File: src/rtl/encode8to3_seq_if.sv
// Handshake bundle for encode8to3_seq: request-vector input channel,
// index output channel and the status outputs (popcount, zero-vector flag).
// The slave modport is the encoder side; the master modport is the
// producer/consumer side that drives requests and accepts indices.
interface encode8to3_seq_if #(
    parameter int N_IN  = 8,
    parameter int IDX_W = 3,
    parameter int CNT_W = 4
);
    logic [N_IN-1:0]  In;
    logic             in_valid;
    logic             in_ready;
    logic [IDX_W-1:0] Out;
    logic             out_valid;
    logic             out_ready;
    logic             out_last;
    logic [CNT_W-1:0] bit_cnt;
    logic             zero_err;

    modport slave (
        input  In,
        input  in_valid,
        output in_ready,
        output Out,
        output out_valid,
        input  out_ready,
        output out_last,
        output bit_cnt,
        output zero_err
    );

    modport master (
        output In,
        output in_valid,
        input  in_ready,
        input  Out,
        input  out_valid,
        output out_ready,
        input  out_last,
        input  bit_cnt,
        input  zero_err
    );
endinterface

File: src/rtl/encode8to3_seq.sv
// Sequential 8-to-3 encoder: captures a request vector over a valid/ready
// handshake, then emits the binary index of every set bit, one per output
// transfer. Scan order is lowest bit first; defining ENC_MSB_FIRST_EN
// reverses it to highest bit first. All outputs come straight from flops.
module encode8to3_seq #(
    parameter int N_IN  = 8,
    parameter int IDX_W = 3,
    parameter int CNT_W = 4
) (
    input  logic             clk,
    input  logic             reset,
    encode8to3_seq_if.slave  bus
);

    if (IDX_W != $clog2(N_IN)) begin : g_bad_idx_w
        $error("encode8to3_seq: IDX_W must equal clog2(N_IN)");
    end
    if ((64'd1 << CNT_W) <= 64'(N_IN)) begin : g_bad_cnt_w
        $error("encode8to3_seq: CNT_W too narrow to hold N_IN");
    end

    typedef enum logic [0:0] {
        IDLE = 1'b0,
        EMIT = 1'b1
    } state_t;

    // Number of set bits in a vector.
    function automatic logic [CNT_W-1:0] popcount(input logic [N_IN-1:0] v);
        logic [CNT_W-1:0] c;
        c = '0;
        for (int i = 0; i < N_IN; i++) begin
            c = c + {{(CNT_W-1){1'b0}}, v[i]};
        end
        return c;
    endfunction

    // Index of the next bit to emit (lowest or highest set bit).
    function automatic logic [IDX_W-1:0] scan_idx(input logic [N_IN-1:0] v);
        logic [IDX_W-1:0] idx;
        idx = '0;
`ifdef ENC_MSB_FIRST_EN
        for (int i = 0; i < N_IN; i++) begin
            if (v[i]) begin
                idx = IDX_W'(i);
            end else begin
                idx = idx;
            end
        end
`else
        for (int i = N_IN - 1; i >= 0; i--) begin
            if (v[i]) begin
                idx = IDX_W'(i);
            end else begin
                idx = idx;
            end
        end
`endif
        return idx;
    endfunction

    // True when exactly one bit of the vector is set.
    function automatic logic is_single(input logic [N_IN-1:0] v);
        return (v != '0) && ((v & (v - {{(N_IN-1){1'b0}}, 1'b1})) == '0);
    endfunction

    // One-hot mask selecting bit idx.
    function automatic logic [N_IN-1:0] bit_mask(input logic [IDX_W-1:0] idx);
        logic [N_IN-1:0] one;
        one = {{(N_IN-1){1'b0}}, 1'b1};
        return one << idx;
    endfunction

    state_t           state_q,     state_d;
    logic [N_IN-1:0]  pending_q,   pending_d;
    logic [IDX_W-1:0] out_q,       out_d;
    logic             out_valid_q, out_valid_d;
    logic             out_last_q,  out_last_d;
    logic [CNT_W-1:0] bit_cnt_q,   bit_cnt_d;
    logic             zero_err_q,  zero_err_d;
    logic             in_ready_q,  in_ready_d;
    logic             capture_s;
    logic             xfer_s;
    logic [N_IN-1:0]  remain_s;

    // Next-state and next-output logic for the IDLE/EMIT controller.
    always_comb begin
        state_d     = state_q;
        pending_d   = pending_q;
        out_d       = out_q;
        out_valid_d = out_valid_q;
        out_last_d  = out_last_q;
        bit_cnt_d   = bit_cnt_q;
        zero_err_d  = 1'b0;
        in_ready_d  = in_ready_q;
        capture_s   = 1'b0;
        xfer_s      = 1'b0;
        remain_s    = pending_q & ~bit_mask(out_q);

        case (state_q)
            IDLE: begin
                capture_s = bus.in_valid && in_ready_q;
                if (capture_s) begin
                    pending_d = bus.In;
                    bit_cnt_d = popcount(bus.In);
                    if (bus.In != '0) begin
                        // Non-zero vector: first index visible next cycle.
                        state_d     = EMIT;
                        out_d       = scan_idx(bus.In);
                        out_valid_d = 1'b1;
                        out_last_d  = is_single(bus.In);
                        in_ready_d  = 1'b0;
                    end else begin
                        // Zero vector: flag it, stay ready, emit nothing.
                        zero_err_d  = 1'b1;
                        out_valid_d = 1'b0;
                        out_last_d  = 1'b0;
                        in_ready_d  = 1'b1;
                    end
                end else begin
                    out_valid_d = 1'b0;
                    out_last_d  = 1'b0;
                    in_ready_d  = 1'b1;
                end
            end
            EMIT: begin
                xfer_s = out_valid_q && bus.out_ready;
                if (xfer_s) begin
                    pending_d = remain_s;
                    if (out_last_q) begin
                        // Final index taken: ready again next cycle, no overlap.
                        state_d     = IDLE;
                        out_valid_d = 1'b0;
                        out_last_d  = 1'b0;
                        in_ready_d  = 1'b1;
                    end else begin
                        out_d      = scan_idx(remain_s);
                        out_last_d = is_single(remain_s);
                        in_ready_d = 1'b0;
                    end
                end else begin
                    // Backpressure: hold everything stable.
                    in_ready_d = 1'b0;
                end
            end
            default: begin
                state_d     = IDLE;
                pending_d   = '0;
                out_valid_d = 1'b0;
                out_last_d  = 1'b0;
                in_ready_d  = 1'b1;
            end
        endcase
    end

    // State and output registers with synchronous active-high reset.
    always_ff @(posedge clk) begin
        if (reset) begin
            state_q     <= IDLE;
            pending_q   <= '0;
            out_q       <= '0;
            out_valid_q <= 1'b0;
            out_last_q  <= 1'b0;
            bit_cnt_q   <= '0;
            zero_err_q  <= 1'b0;
            in_ready_q  <= 1'b0;
        end else begin
            state_q     <= state_d;
            pending_q   <= pending_d;
            out_q       <= out_d;
            out_valid_q <= out_valid_d;
            out_last_q  <= out_last_d;
            bit_cnt_q   <= bit_cnt_d;
            zero_err_q  <= zero_err_d;
            in_ready_q  <= in_ready_d;
        end
    end

    assign bus.in_ready  = in_ready_q;
    assign bus.Out       = out_q;
    assign bus.out_valid = out_valid_q;
    assign bus.out_last  = out_last_q;
    assign bus.bit_cnt   = bit_cnt_q;
    assign bus.zero_err  = zero_err_q;

endmodule

File: src/flat_wrapper.sv
// flat-port wrapper written by rule: the top's interface ports become plain ports
module encode8to3_seq_flat 
#(
    parameter int N_IN  = 8,
    parameter int IDX_W = 3,
    parameter int CNT_W = 4
)
  (clk, reset, bus_In, bus_in_valid, bus_in_ready, bus_Out, bus_out_valid, bus_out_ready, bus_out_last, bus_bit_cnt, bus_zero_err);
  encode8to3_seq_if #(.N_IN(N_IN), .IDX_W(IDX_W), .CNT_W(CNT_W)) bus_i ();
  input  logic clk;
  input  logic reset;
  input wire logic [$bits(bus_i.In)-1:0] bus_In;
  input wire logic [$bits(bus_i.in_valid)-1:0] bus_in_valid;
  output wire logic [$bits(bus_i.in_ready)-1:0] bus_in_ready;
  output wire logic [$bits(bus_i.Out)-1:0] bus_Out;
  output wire logic [$bits(bus_i.out_valid)-1:0] bus_out_valid;
  input wire logic [$bits(bus_i.out_ready)-1:0] bus_out_ready;
  output wire logic [$bits(bus_i.out_last)-1:0] bus_out_last;
  output wire logic [$bits(bus_i.bit_cnt)-1:0] bus_bit_cnt;
  output wire logic [$bits(bus_i.zero_err)-1:0] bus_zero_err;
  assign bus_i.In = bus_In;
  assign bus_i.in_valid = bus_in_valid;
  assign bus_in_ready = bus_i.in_ready;
  assign bus_Out = bus_i.Out;
  assign bus_out_valid = bus_i.out_valid;
  assign bus_i.out_ready = bus_out_ready;
  assign bus_out_last = bus_i.out_last;
  assign bus_bit_cnt = bus_i.bit_cnt;
  assign bus_zero_err = bus_i.zero_err;
  encode8to3_seq #(.N_IN(N_IN), .IDX_W(IDX_W), .CNT_W(CNT_W)) u_core (.clk(clk), .reset(reset), .bus(bus_i));
endmodule
File: config.mk
export PLATFORM = sky130hd
export DESIGN_NAME = encode8to3_seq_flat
export DESIGN_NICKNAME = d
export VERILOG_FILES = /design/src/rtl/encode8to3_seq_if.sv /design/src/rtl/encode8to3_seq.sv /design/src/flat_wrapper.sv
export SDC_FILE = /design/constraint.sdc
export NUM_CORES = 1
export LEC_CHECK = 0
export ABC_AREA = 1
export BUFFER_PORTS_ARGS = -buffer_cell sky130_fd_sc_hd__buf_2
export CORE_MARGIN = 2
export CORE_UTILIZATION = 60
export DETAILED_ROUTE_END_ITERATION = 10
export PLACE_DENSITY = 0.92
export SKIP_LAST_GASP = 1
export SLEW_MARGIN = 20
export SYNTH_ARGS = -nofsm -noshare
export SYNTH_HDL_FRONTEND = slang
export SYNTH_SLANG_ARGS = --single-unit
File: constraint.sdc
create_clock -name clk -period 7.1 [get_ports clk]
set_clock_uncertainty 0.2 [all_clocks]
set_input_delay 0.71 -clock clk [delete_from_list [all_inputs] [get_ports clk]]
set_output_delay 0.71 -clock clk [all_outputs]
set_load 0.02 [all_outputs]
==> results.txt <==
Wire per inst - 12.86 um
Syn Area/Cell - 6.957 um2
Final hold violation count - 0
Post-CTS Hold Fix Bufs - 0
Vias in the first global route - 1295
WP data arrival - 3230 ps
Critical-path cell list - buf_2 > inv_1 > ha_1 > inv_1 > fa_1 > fa_1 > inv_1 > fa_1 > inv_1 > fa_1 > a21oi_1
R2R cell count - 6
TritonCTS buffer count - 3
Power Density - 287.2 nW/um2
Internal - 265.0 uW
Syn. warnings - 0
Final WS setup - 3922 ps
Critical Path End Type - flip-flop
Post-layout minimum cycle time - 3178 ps
Antenna fix cells - 0
Total track usage - 26.56%
CTS root buf - clkbuf_4
Post-synth top area cell - dfxtp_1
Sequential area share after synthesis - 27.80%
Initial Utilization - 64.48%
Post-route setup TNS - 0 ps
R2r setup slk - 4770 ps
Detailed Place HPWL - 2604 um
CP startpoint - bus_In[0]
Post-synth cell types - 35
Fmax - 314.6 MHz
Final setup viols - 0
Syn Nets - 227
Slowest stage delay, CP - 500 ps
Post-synth top cells - 36 x nand2_1, 27 x inv_1, 23 x a21oi_1
Crit path to - u_core.bus.bit_cnt[1]
Post-Route WL - 3318 um
Htree depth - 1
Final-stage net count - 251
Period utilization - 44.77%
WP data required - 7150 ps
# IOs - 23
Clock latency on the worst-skew pair - 310 ps
Synth top area share - 27.80%
Share of layout cells above drive strength 1 - 20.00%
Full die area - 2808 um2
Clk pwr share - 20.4%
Post-route DRC violation count - 0
Comb power frac - 44.5%
Initial antenna violation count - 0
CP startpoint kind - input pin
DRT antenna net count - 0
Buffers added on ports - 22
Psw - 200.7 uW
TritonRoute pass-1 iters - 4
EDFF count, synth - 0
RSZ-0062 raised after global routing - false
WS Path Type - input pin to flip-flop
Synth Register Bits - 20
Net Sw Frac - 43.09%
Worst min path class - flip-flop to flip-flop
Row count - 17
Reg-to-Reg Start - u_core.state_q
DRT iter0 DRCs - 47
Final Slew Violations - 0
Outcome - completed
Via density - 5.589
Clock tree buffer depth - 2
Normalized max-slew margin - 61.29%
CTS resizes - 0
Worst VDD drop - 0.1920 mV
MaxCap Viol Count - 0
Post-CTS Setup Repair Bufs - 0
Die Y - 52.99 um
CP Max Fanout - 4
Sink Count - 20
Top-count cell post-synth - nand2_1
RD Place Congestion - 0.9588
First-pass GRT wire length - 5499 um
Die Wd - 52.99 um
Syn Std Cell Area - 1440 um2
Top cells by area, synth - dfxtp_1 28%, nand2_1 9.4%, a21oi_1 8.0%
Area Overhead vs Synth - 12.60%
Cell count after synthesis - 207
GR Overflow Total - 0
Slew @ Worst Pin - 579.9 ps
Routed vias - 1442
Pre-CTS worst setup slack - 3604 ps
Top FF cell, synth - dfxtp_1
Crit path max-delay cell type - fa_1
Clock Pin Slew Worst Setup and Hold Paths - 120 ps
Pleak - 0.8069 nW
Worst r2r dst - u_core.bus.Out[0]
Core Footprint - 2233 um2
Flop pwr share - 35.1%
Largest net degree at the start of global routing - 17
CTS tree - yes
Post-synth ARST share - 0%
==> worst min path at each step <==
stage / from / to / slack, ps / cells after the start
floorplan: u_core.pending_q[6] / u_core.pending_q[6] / 270 / 2
global placement: u_core.bus.out_valid / u_core.bus.out_valid / 280 / 1
detailed placement: u_core.bus.out_valid / u_core.bus.out_valid / 280 / 1
CTS: u_core.pending_q[6] / u_core.pending_q[6] / 310 / 2
global route: u_core.bus.out_valid / u_core.bus.out_valid / 340 / 1
finish: u_core.bus.out_valid / u_core.bus.out_valid / 300 / 1
==> flip-flops by register name (all words and copies together), names as in the netlist <==
| signal | cells |
|---|---|
| u_core.bus.zero_err | 1 |
| u_core.bus.bit_cnt | 4 |
| u_core.state_q | 1 |
| u_core.bus.out_last | 1 |
| u_core.bus.in_ready | 1 |
| u_core.pending_q | 8 |
| u_core.bus.Out | 3 |
| u_core.bus.out_valid | 1 |
==> power groups by stage <==
stage | sequential [mW] | clock (mW) | combinational [mW]
after floorplan | 0.171 | 0 | 0.149
after global placement | 0.164 | 0 | 0.201
after detailed placement | 0.165 | 0 | 0.206
after CTS | 0.163 | 0.0954 | 0.207
after global routing | 0.167 | 0.101 | 0.234
final | 0.164 | 0.0949 | 0.207
==> cells by family (layout without fill, tap and decap cells) <==
group | Yosys count | count (layout) | share of synthesized area (%)
xor gates and xnor gates | 1 | 1 | 0.6083
and+or+nand+nor | 87 | 87 | 30.06
DFF | 20 | 20 | 27.80
AOI/OAI and AO/OA | 58 | 58 | 23.55
adders and majority gates | 8 | 8 | 9.036
buffers and inverters | 33 | 56 | 8.948
==> critical path: cells and delay by family <==
kind                     cells  cell delay (ps)
adder cells (fa/ha/maj)      5             2020
buffers and inverters        5              390
AO/OA/AOI/OAI                1              130
==> through the flow <==
stage | hold slack, ps | power, mW | std cells | area, um2 | utilization, %
floorplan | 269.9 | 0.3208 | 207 | 1440 | -
global placement | 276.8 | 0.3654 | 254 | 1569 | 70.25
detailed placement | 280.5 | 0.3711 | 254 | 1569 | 70.25
CTS | 311.1 | 0.4655 | 258 | 1622 | 72.61
global route | 341.9 | 0.5016 | 258 | 1622 | 72.61
finish | 303.6 | 0.4657 | 258 | 1622 | 72.61
==> layer usage <==
metal  vias to the layer above  share of wire, %  global-route usage, %
met5                         -                 0                      0
met4                         0               1.7                  5.983
met3                         6               6.2                  5.367
met2                        41                49                  49.17
met1                       662                43                  31.11
li1                        733                 -                      -
==> cells in the final DEF (no fill, tap or decap), types with 4 or more instances in the layout <==
| cell type | netlist | final |
|---|---|---|
| nand2_1 | 36 | 36 |
| inv_1 | 27 | 27 |
| a21oi_1 | 23 | 23 |
| buf_2 | 1 | 22 |
| nor2_1 | 21 | 21 |
| dfxtp_1 | 20 | 20 |
| o21ai_0 | 19 | 19 |
| nand3_1 | 10 | 10 |
| nand2_4 | 4 | 4 |
| fa_1 | 4 | 4 |
| ha_1 | 4 | 4 |
==> final cells by class <==
class	count	area, um2
Multi-Input combinational cell	154	910.9
Fill cell	191	611.8
Sequential cell	20	400.4
Inverter	30	112.6
Timing Repair Buffer	22	110.1
Tap cell	28	35.03
Clock inverter	1	30.03
Clock buffer	3	22.52
Power figures use the tool's default switching activity.
